$ cat src/rtl/nco_freq_meter.sv
// nco_freq_meter: recovers the phase increment of a periodic 7-bit waveform
// by timing NCYC mid-scale crossings and dividing (NCYC << W) by the count.
module nco_freq_meter #(
  parameter int W    = 10,
  parameter int DW   = 8,
  parameter int NCYC = 4,
  parameter int CW   = 20,
  parameter int HYST = 8
) (
  input  logic          i_clk,
  input  logic          i_reset,
  input  logic          i_ce,
  input  logic [6:0]    i_val,
  input  logic          i_start,
  output logic          o_busy,
  output logic          o_valid,
  output logic          o_timeout,
  output logic [DW-1:0] o_dphase
);

  localparam logic [1:0] S_IDLE  = 2'd0;
  localparam logic [1:0] S_SYNC  = 2'd1;
  localparam logic [1:0] S_COUNT = 2'd2;
  localparam logic [1:0] S_DIV   = 2'd3;

  localparam int KW  = $clog2(NCYC + 1);
  localparam int DCW = $clog2(CW + 1);

  localparam logic [CW-1:0]  NUM   = CW'(NCYC << W);
  localparam logic [CW-1:0]  NLIM  = CW'((64'd1 << CW) - 64'd2);
  localparam logic [CW-1:0]  QSAT  = CW'((64'd1 << DW) - 64'd1);
  localparam logic [KW-1:0]  KLAST = KW'(NCYC - 1);
  localparam logic [DCW-1:0] DLAST = DCW'(CW - 1);
  localparam logic [6:0]     MID   = 7'd64;
  localparam logic [6:0]     LOTH  = 7'(64 - HYST);

  logic [1:0]     state_q, state_d;
  logic           low_q, low_d;
  logic [CW-1:0]  n_q, n_d;
  logic [KW-1:0]  k_q, k_d;
  logic [CW-1:0]  rem_q, rem_d;
  logic [CW-1:0]  quo_q, quo_d;
  logic [DCW-1:0] dcnt_q, dcnt_d;
  logic [DW-1:0]  dphase_q, dphase_d;
  logic           valid_q, valid_d;
  logic           tout_q, tout_d;

  logic           xing;
  logic           n_hit;
  logic           k_done;
  logic [CW-1:0]  n_inc;
  logic [CW:0]    rem_sh;
  logic [CW-1:0]  diff;
  logic           ge;
  logic [CW-1:0]  rem_nx;
  logic [CW-1:0]  quo_nx;

  assign xing   = i_ce & low_q & (i_val >= MID);
  assign n_hit  = i_ce & (n_q == NLIM);
  assign k_done = xing & (k_q == KLAST);
  assign n_inc  = n_q + CW'(1);

  // One restoring-division step: shift in the next dividend bit, try subtract.
  always_comb begin
    rem_sh = {rem_q, quo_q[CW-1]};
    diff   = rem_sh[CW-1:0] - n_q;
    ge     = (rem_sh >= {1'b0, n_q});
    rem_nx = ge ? diff : rem_sh[CW-1:0];
    quo_nx = {quo_q[CW-2:0], ge};
  end

  // Crossing detector: arm below mid-scale minus hysteresis, fire at mid-scale.
  always_comb begin
    low_d = low_q;
    if (i_ce) begin
      if (xing) begin
        low_d = 1'b0;
      end else if (i_val <= LOTH) begin
        low_d = 1'b1;
      end
    end
  end

  // Measurement sequencer: sync, count samples over NCYC cycles, divide.
  always_comb begin
    state_d  = state_q;
    n_d      = n_q;
    k_d      = k_q;
    rem_d    = rem_q;
    quo_d    = quo_q;
    dcnt_d   = dcnt_q;
    dphase_d = dphase_q;
    valid_d  = 1'b0;
    tout_d   = 1'b0;
    case (state_q)
      S_IDLE: begin
        if (i_start) begin
          state_d = S_SYNC;
          n_d     = '0;
          k_d     = '0;
        end
      end
      S_SYNC: begin
        if (xing) begin
          state_d = S_COUNT;
          n_d     = '0;
          k_d     = '0;
        end else if (n_hit) begin
          state_d  = S_IDLE;
          tout_d   = 1'b1;
          dphase_d = '0;
        end else if (i_ce) begin
          n_d = n_inc;
        end
      end
      S_COUNT: begin
        if (i_ce) begin
          n_d = n_inc;
          if (xing) begin
            k_d = k_q + KW'(1);
          end
          if (k_done) begin
            state_d = S_DIV;
            rem_d   = '0;
            quo_d   = NUM;
            dcnt_d  = '0;
          end else if (n_hit) begin
            state_d  = S_IDLE;
            tout_d   = 1'b1;
            dphase_d = '0;
          end
        end
      end
      default: begin
        rem_d  = rem_nx;
        quo_d  = quo_nx;
        dcnt_d = dcnt_q + DCW'(1);
        if (dcnt_q == DLAST) begin
          state_d  = S_IDLE;
          valid_d  = 1'b1;
          dphase_d = (quo_nx > QSAT) ? '1 : quo_nx[DW-1:0];
        end
      end
    endcase
  end

  // State registers; reset wins over everything, including DIV completion.
  always_ff @(posedge i_clk) begin
    if (i_reset) begin
      state_q  <= S_IDLE;
      low_q    <= 1'b0;
      n_q      <= '0;
      k_q      <= '0;
      rem_q    <= '0;
      quo_q    <= '0;
      dcnt_q   <= '0;
      dphase_q <= '0;
      valid_q  <= 1'b0;
      tout_q   <= 1'b0;
    end else begin
      state_q  <= state_d;
      low_q    <= low_d;
      n_q      <= n_d;
      k_q      <= k_d;
      rem_q    <= rem_d;
      quo_q    <= quo_d;
      dcnt_q   <= dcnt_d;
      dphase_q <= dphase_d;
      valid_q  <= valid_d;
      tout_q   <= tout_d;
    end
  end

  assign o_busy    = (state_q != S_IDLE);
  assign o_valid   = valid_q;
  assign o_timeout = tout_q;
  assign o_dphase  = dphase_q;

endmodule

$ cat config.mk
export PLATFORM = sky130hd
export DESIGN_NAME = nco_freq_meter
export DESIGN_NICKNAME = d
export VERILOG_FILES = /design/src/rtl/nco_freq_meter.sv
export SDC_FILE = /design/constraint.sdc
export NUM_CORES = 1
export LEC_CHECK = 0
export ABC_AREA = 1
export CAP_MARGIN = 20
export CORE_ASPECT_RATIO = 0.9
export CORE_MARGIN = 1
export CORE_UTILIZATION = 55
export CTS_CLUSTER_DIAMETER = 200
export DETAILED_ROUTE_END_ITERATION = 12
export PLACE_DENSITY = 0.78
export SLEW_MARGIN = 20
export SYNTH_ARGS = -nofsm -noshare
export SYNTH_HDL_FRONTEND = slang
export SYNTH_SLANG_ARGS = --single-unit
$ cat constraint.sdc
create_clock -name i_clk -period 2 [get_ports i_clk]
set_input_delay 0.2 -clock i_clk [delete_from_list [all_inputs] [get_ports i_clk]]
set_output_delay 0.2 -clock i_clk [all_outputs]
set_load 0.02 [all_outputs]
# After elaboration in Yosys (flattened, before gate mapping)
# Cells that the tools add are included.
word_totals:
  reg_bits: 81
  in_bits: 11
  output_inout_bits: 11
  elab_cells: 93
op_classes:
  n_addsub: 4
  order_cmp: 4
  n_eq_ne: 13
  muxes: 42
  bitwise_logic: 6
  n_reduce_logical: 14
ops:
  columns: ["op", "n"]
  rows:
  - ["$mux W20", 9]
  - ["$pmux W20 S2", 2]
  - ["$pmux W20 S3", 1]
  - ["$mux W8", 6]
  - ["$pmux W8 S3", 1]
  - ["$ge A21 B20 Y1", 1]
  - ["$add A20 B1 Y20 const B", 1]
  - ["$eq A20 B20 Y1 const B", 1]
  - ["$gt A20 B8 Y1 const B", 1]
  - ["$sub A20 B20 Y20", 1]
  - ["$ne A2 B2 Y1 const B", 7]
  - ["$mux W2", 6]
  - ["$mux W3", 4]
  - ["$mux W5", 2]
  - ["$pmux W5 S2", 1]
  - ["$reduce_and A5 Y1", 2]
  - ["$pmux W3 S3", 1]
  - ["$reduce_and A3 Y1", 3]
  - ["$ge A7 B7 Y1 const B", 1]
  - ["$le A7 B6 Y1 const B", 1]
  - ["$mux W1", 7]
  - ["$pmux W2 S3", 1]
  - ["$reduce_bool A3 Y1", 2]
  - ["$add A5 B1 Y5 const B", 1]
  - ["other kinds (15)", 20]

# Longest topological paths before layout
logic_depth:
  ltp_word: 6
  depth_mapped: 15
  ltp_nobuf: 15

# Worst setup path before layout
# No wires, ideal clock.
synth_timing:
  path_type: "reg-to-reg"
  start: "register n_q[8]"
  end: "register rem_q[11]"
  setup_ps: 132
  arrival_ps: 1852
  t_required_ps: 1868
  path_slack_ps: 16
  stages_incl_launch_ff: 14
  path_buffers: 1
  synth_period_minus_slack_ps: 1984
  cell_sequence: "dfxtp_1 > inv_2 > ha_1 > nand2_1 > inv_2 > nand2_1 > nor2_1 > nand2_1 > nor2_1 > nor2_2 > buf_2 > nand3b_1 > nand3_1 > a21oi_1"
synth_via:
  elab_chain_len: 3
  elab_cells_between_ends: 4
  cone_classes: "add/sub: 1; order compare: 1; mux: 2"
synth_rtl:
  columns: ["element", "line", "rtl"]
  rows:
  - ["start: declaration", "39", "logic [CW-1:0] n_q, n_d;"]
  - ["start signal: assignment", "163", "n_q <= n_d;"]
  - ["$sub A20 B20 Y20 or $ge A21 B20 Y1 (tied branches)", "66, 67", null]
  - ["$mux W20 (*)", "68", "rem_nx = ge ? diff : rem_sh[CW-1:0];"]
  - ["$pmux W20 S2 (*)", "95", "case (state_q)"]
  - ["end signal: assignment", "165", "rem_q <= rem_d;"]
  - ["end: declaration", "41", "logic [CW-1:0] rem_q, rem_d;"]
# Mark *: on every way between the ends. The rest lies on a longest branch, timed or not.
# A chain may end at the register's enable or synchronous reset.

# Final worst setup path
layout_timing:
  start: "register n_q[0]"
  end: "register rem_q[14]"
# Same word-level chain as after synthesis.

==> flow_summary.ini <==
[worst_hold_path]
hold_depth = 4
hp-class = in2reg
min-delay-start = i_reset

[critical_path]
crit_top_cell = nand2_1
crit_family = adder cells
worst-path-max-fanout = 3
crit_chain = ha_4 -> fa_2 -> buf_6 -> nor3_4 -> o21ai_1 -> buf_4 -> nand2_1 -> nand2_1 -> nand2_1 -> nand2_1 -> nand3_1 -> a21oi_1
crit_arrival_ns = 2.23
start_kind = flip-flop
cpMaxStageDelayCell = fa_2
cp.depth = 12
end_kind = flip-flop
slowest_delay_ns = 0.44
worst_r2r_path_depth = 12
startpoint = n_q[0]
cp_num_buf_inv = 2
critical_path_class = reg2reg
timing.critical_path.required_ns = 2.22
timing.rr.start = n_q[0]

[place]
pre_cts_slack_ns = -0.109
dp.cells = 1021
gp_congestion = 0.990
placed_cell_area_mm2 = 0.00620
hpwl_um = 10900
port-buffer-count = 21

[clock_tree]
clk_latency_ns = 0.36
clk_pin_slew_worst_paths_ns = 0.09
cts_made_buffers = 9
max-clock-path-buffers = 2
cts_hold_buf = 0
root_buffer = clkbuf_8
cts_tree = yes
cts_sinks = 81
h-tree-depth = 3

[final_layout]
drive_gt1_frac = 0.295
antenna_cells = 0
final_core_util = 0.774
mostFrequentLayoutCell = nand2_1
design_area_mm2 = 0.00710
area_growth_pct = 35.3
finalNonFillerCells = 1048
fin_nets = 963
nFillCells = 651
mostFrequentLayoutCells = nand2_1, buf_4, inv_1
final-seq-area_mm2 = 0.00165
multi_input_area_mm2 = 0.00361

[global_route]
track_usage = 0.303
grt_use_met3 = 0.0400
grt_pass1_wl_um = 23900
antenna_found_initial = 0
grt_pass1_vias = 5085
overflow = 0
met1_usage = 0.404
grt_busiest_layer = met2
grt_max_degree = 53
grt_use_met2 = 0.514

[yosys]
yosysSeqAreaShare = 0.309
synth_nets = 853
ys_seq_elements = 81
synthesis.area_mm2 = 0.00525
syn_inst = 812
ys_types = 41
yosys_warnings = 0
synth.avg_cell_area_um2 = 6.46

[detailed_routing]
vias = 5817
drt-wirelength-per-cell_um = 15.3
dr.pass1.iters = 7
drcViolationCount = 0
drt_iter0_drc = 505
viasPerCell = 5.55
detail-route-antenna-nets = 0
wirelength_um = 16100

[sta]
finalHoldViolations = 0
setup_viol = 1
rsz0062_at_grt = yes
relSlewSlack = 0.616
fin_crit_ns = 2.01
finalCritPeriodShare = 1.01
final.setup.worst_slack_ns = -0.0140
drv_slew = 0
clock_skew_ns = 0.0217
fmax_mhz = 497
worst_slew_pin_slew_ns = 0.576

[power_and_ir_drop]
power.total_mw = 11.1
leakage_nw = 3.08
ir_drop_mv = 1.14
power_per_cell_area_mw_per_mm2 = 1560

[floorplan]
dieArea_mm2 = 0.00993
core_mm2 = 0.00917
die_width_um = 105
initial_utilization = 0.572
dieHeight_um = 94.6
rows = 33
ioPinCount = 22

[status]
violations = setup timing
outcome = finished with violations

[run]
maxCapViolCount = 0
power breakdown:
group | leakage (nW) | total (mW) | switching, mW | internal [mW]
Combinational | 2.28 | 7.58 | 4.31 | 3.27
Sequential | 0.666 | 1.90 | 0.141 | 1.75
Clock | 0.127 | 1.59 | 0.635 | 0.953
timing repair:
item / CTS / global route
resized for setup: 32 / 110
hold endpoints to repair: 0 / 0
cloned: 0 / 1
pin swaps: 3 / 27
buffers inserted: 1 / 10
endpoints found under the setup margin: 22 / 39
per-stage QoR:
| step | hold WS, ns | setup TNS, ns |
|---|---|---|
| floorplan | 0.436 | 0 |
| global placement | 0.449 | -0.774 |
| detailed placement | 0.457 | -1.83 |
| CTS | 0.311 | 0 |
| global route | 0.330 | -0.685 |
| finish | 0.301 | -0.0140 |
flip-flops by register name, indices dropped and copies added, names as in the netlist:
register	cells
quo_q	20
rem_q	20
k_q	3
o_timeout	1
o_valid	1
o_dphase	8
state_q	2
n_q	20
low_q	1
dcnt_q	5
Yosys cell counts (all sizes together):
| master | number | area [µm²] |
|---|---|---|
| o21a | 1 | 7.51 |
| and2 | 1 | 6.26 |
| xor2 | 5 | 43.8 |
| nor3 | 18 | 95.1 |
| nand2 | 274 | 1080 |
| nand3b | 22 | 165 |
| o221a | 1 | 11.3 |
| buf | 8 | 65.1 |
| nand3 | 59 | 305 |
| o211a | 1 | 10.0 |
| or2 | 2 | 12.5 |
| a21oi | 76 | 399 |
| o211ai | 1 | 7.51 |
| o21ai | 26 | 145 |
| ha | 29 | 363 |
| nand4 | 10 | 62.6 |
| clkbuf | 13 | 48.8 |
| dfxtp | 81 | 1620 |
| clkinv | 1 | 5.00 |
| o21bai | 1 | 7.51 |
| inv | 105 | 397 |
| nor2 | 61 | 256 |
| a31oi | 2 | 12.5 |
| nor4 | 5 | 31.3 |
| xnor2 | 8 | 70.1 |
| fa | 1 | 20.0 |
cell type report:
type	count	share of cell area
Sequential cell	81	0.233
Clock inverter	5	0.0182
Tap cell	122	0.0215
Clock buffer	10	0.0180
Multi-Input combinational cell	604	0.509
Timing Repair Buffer	120	0.144
Inverter	106	0.0571
kinds of logic (layout without fill, tap and decap cells):
group           Yosys count  count (layout)  synth area share
flops                    81              81             0.309
compound gates          109             109             0.115
fa+ha+maj                30              30            0.0730
buf+inv                 127             241            0.0983
simple gates            452             452             0.383
xor+xnor                 13              13            0.0217
worst reg2reg max path, cell delays in order, from the launching register on:
cell     delay [ns]
dfxtp_1        0.37
ha_4           0.20
fa_2           0.44
buf_6          0.15
nor3_4         0.13
o21ai_1        0.09
buf_4          0.15
nand2_1        0.06
nand2_1        0.06
nand2_1        0.06
nand2_1        0.05
nand3_1        0.06
a21oi_1        0.06
final timing paths:
| kind | to | slack [ns] |
|---|---|---|
| setup / recovery | rem_q[14] | -0.01 |
| hold / removal | state_q[1] | 0.30 |
| setup reg to reg | rem_q[14] | -0.01 |
| hold reg to reg | o_dphase[0] | 0.47 |
layer usage:
metal,vias up,wire [µm]
met3,38,1180
li1,2824,-
met2,258,7660
met4,0,272
met5,-,0
met1,2697,6960
Note: power is estimated with default switching activity, not from simulation.
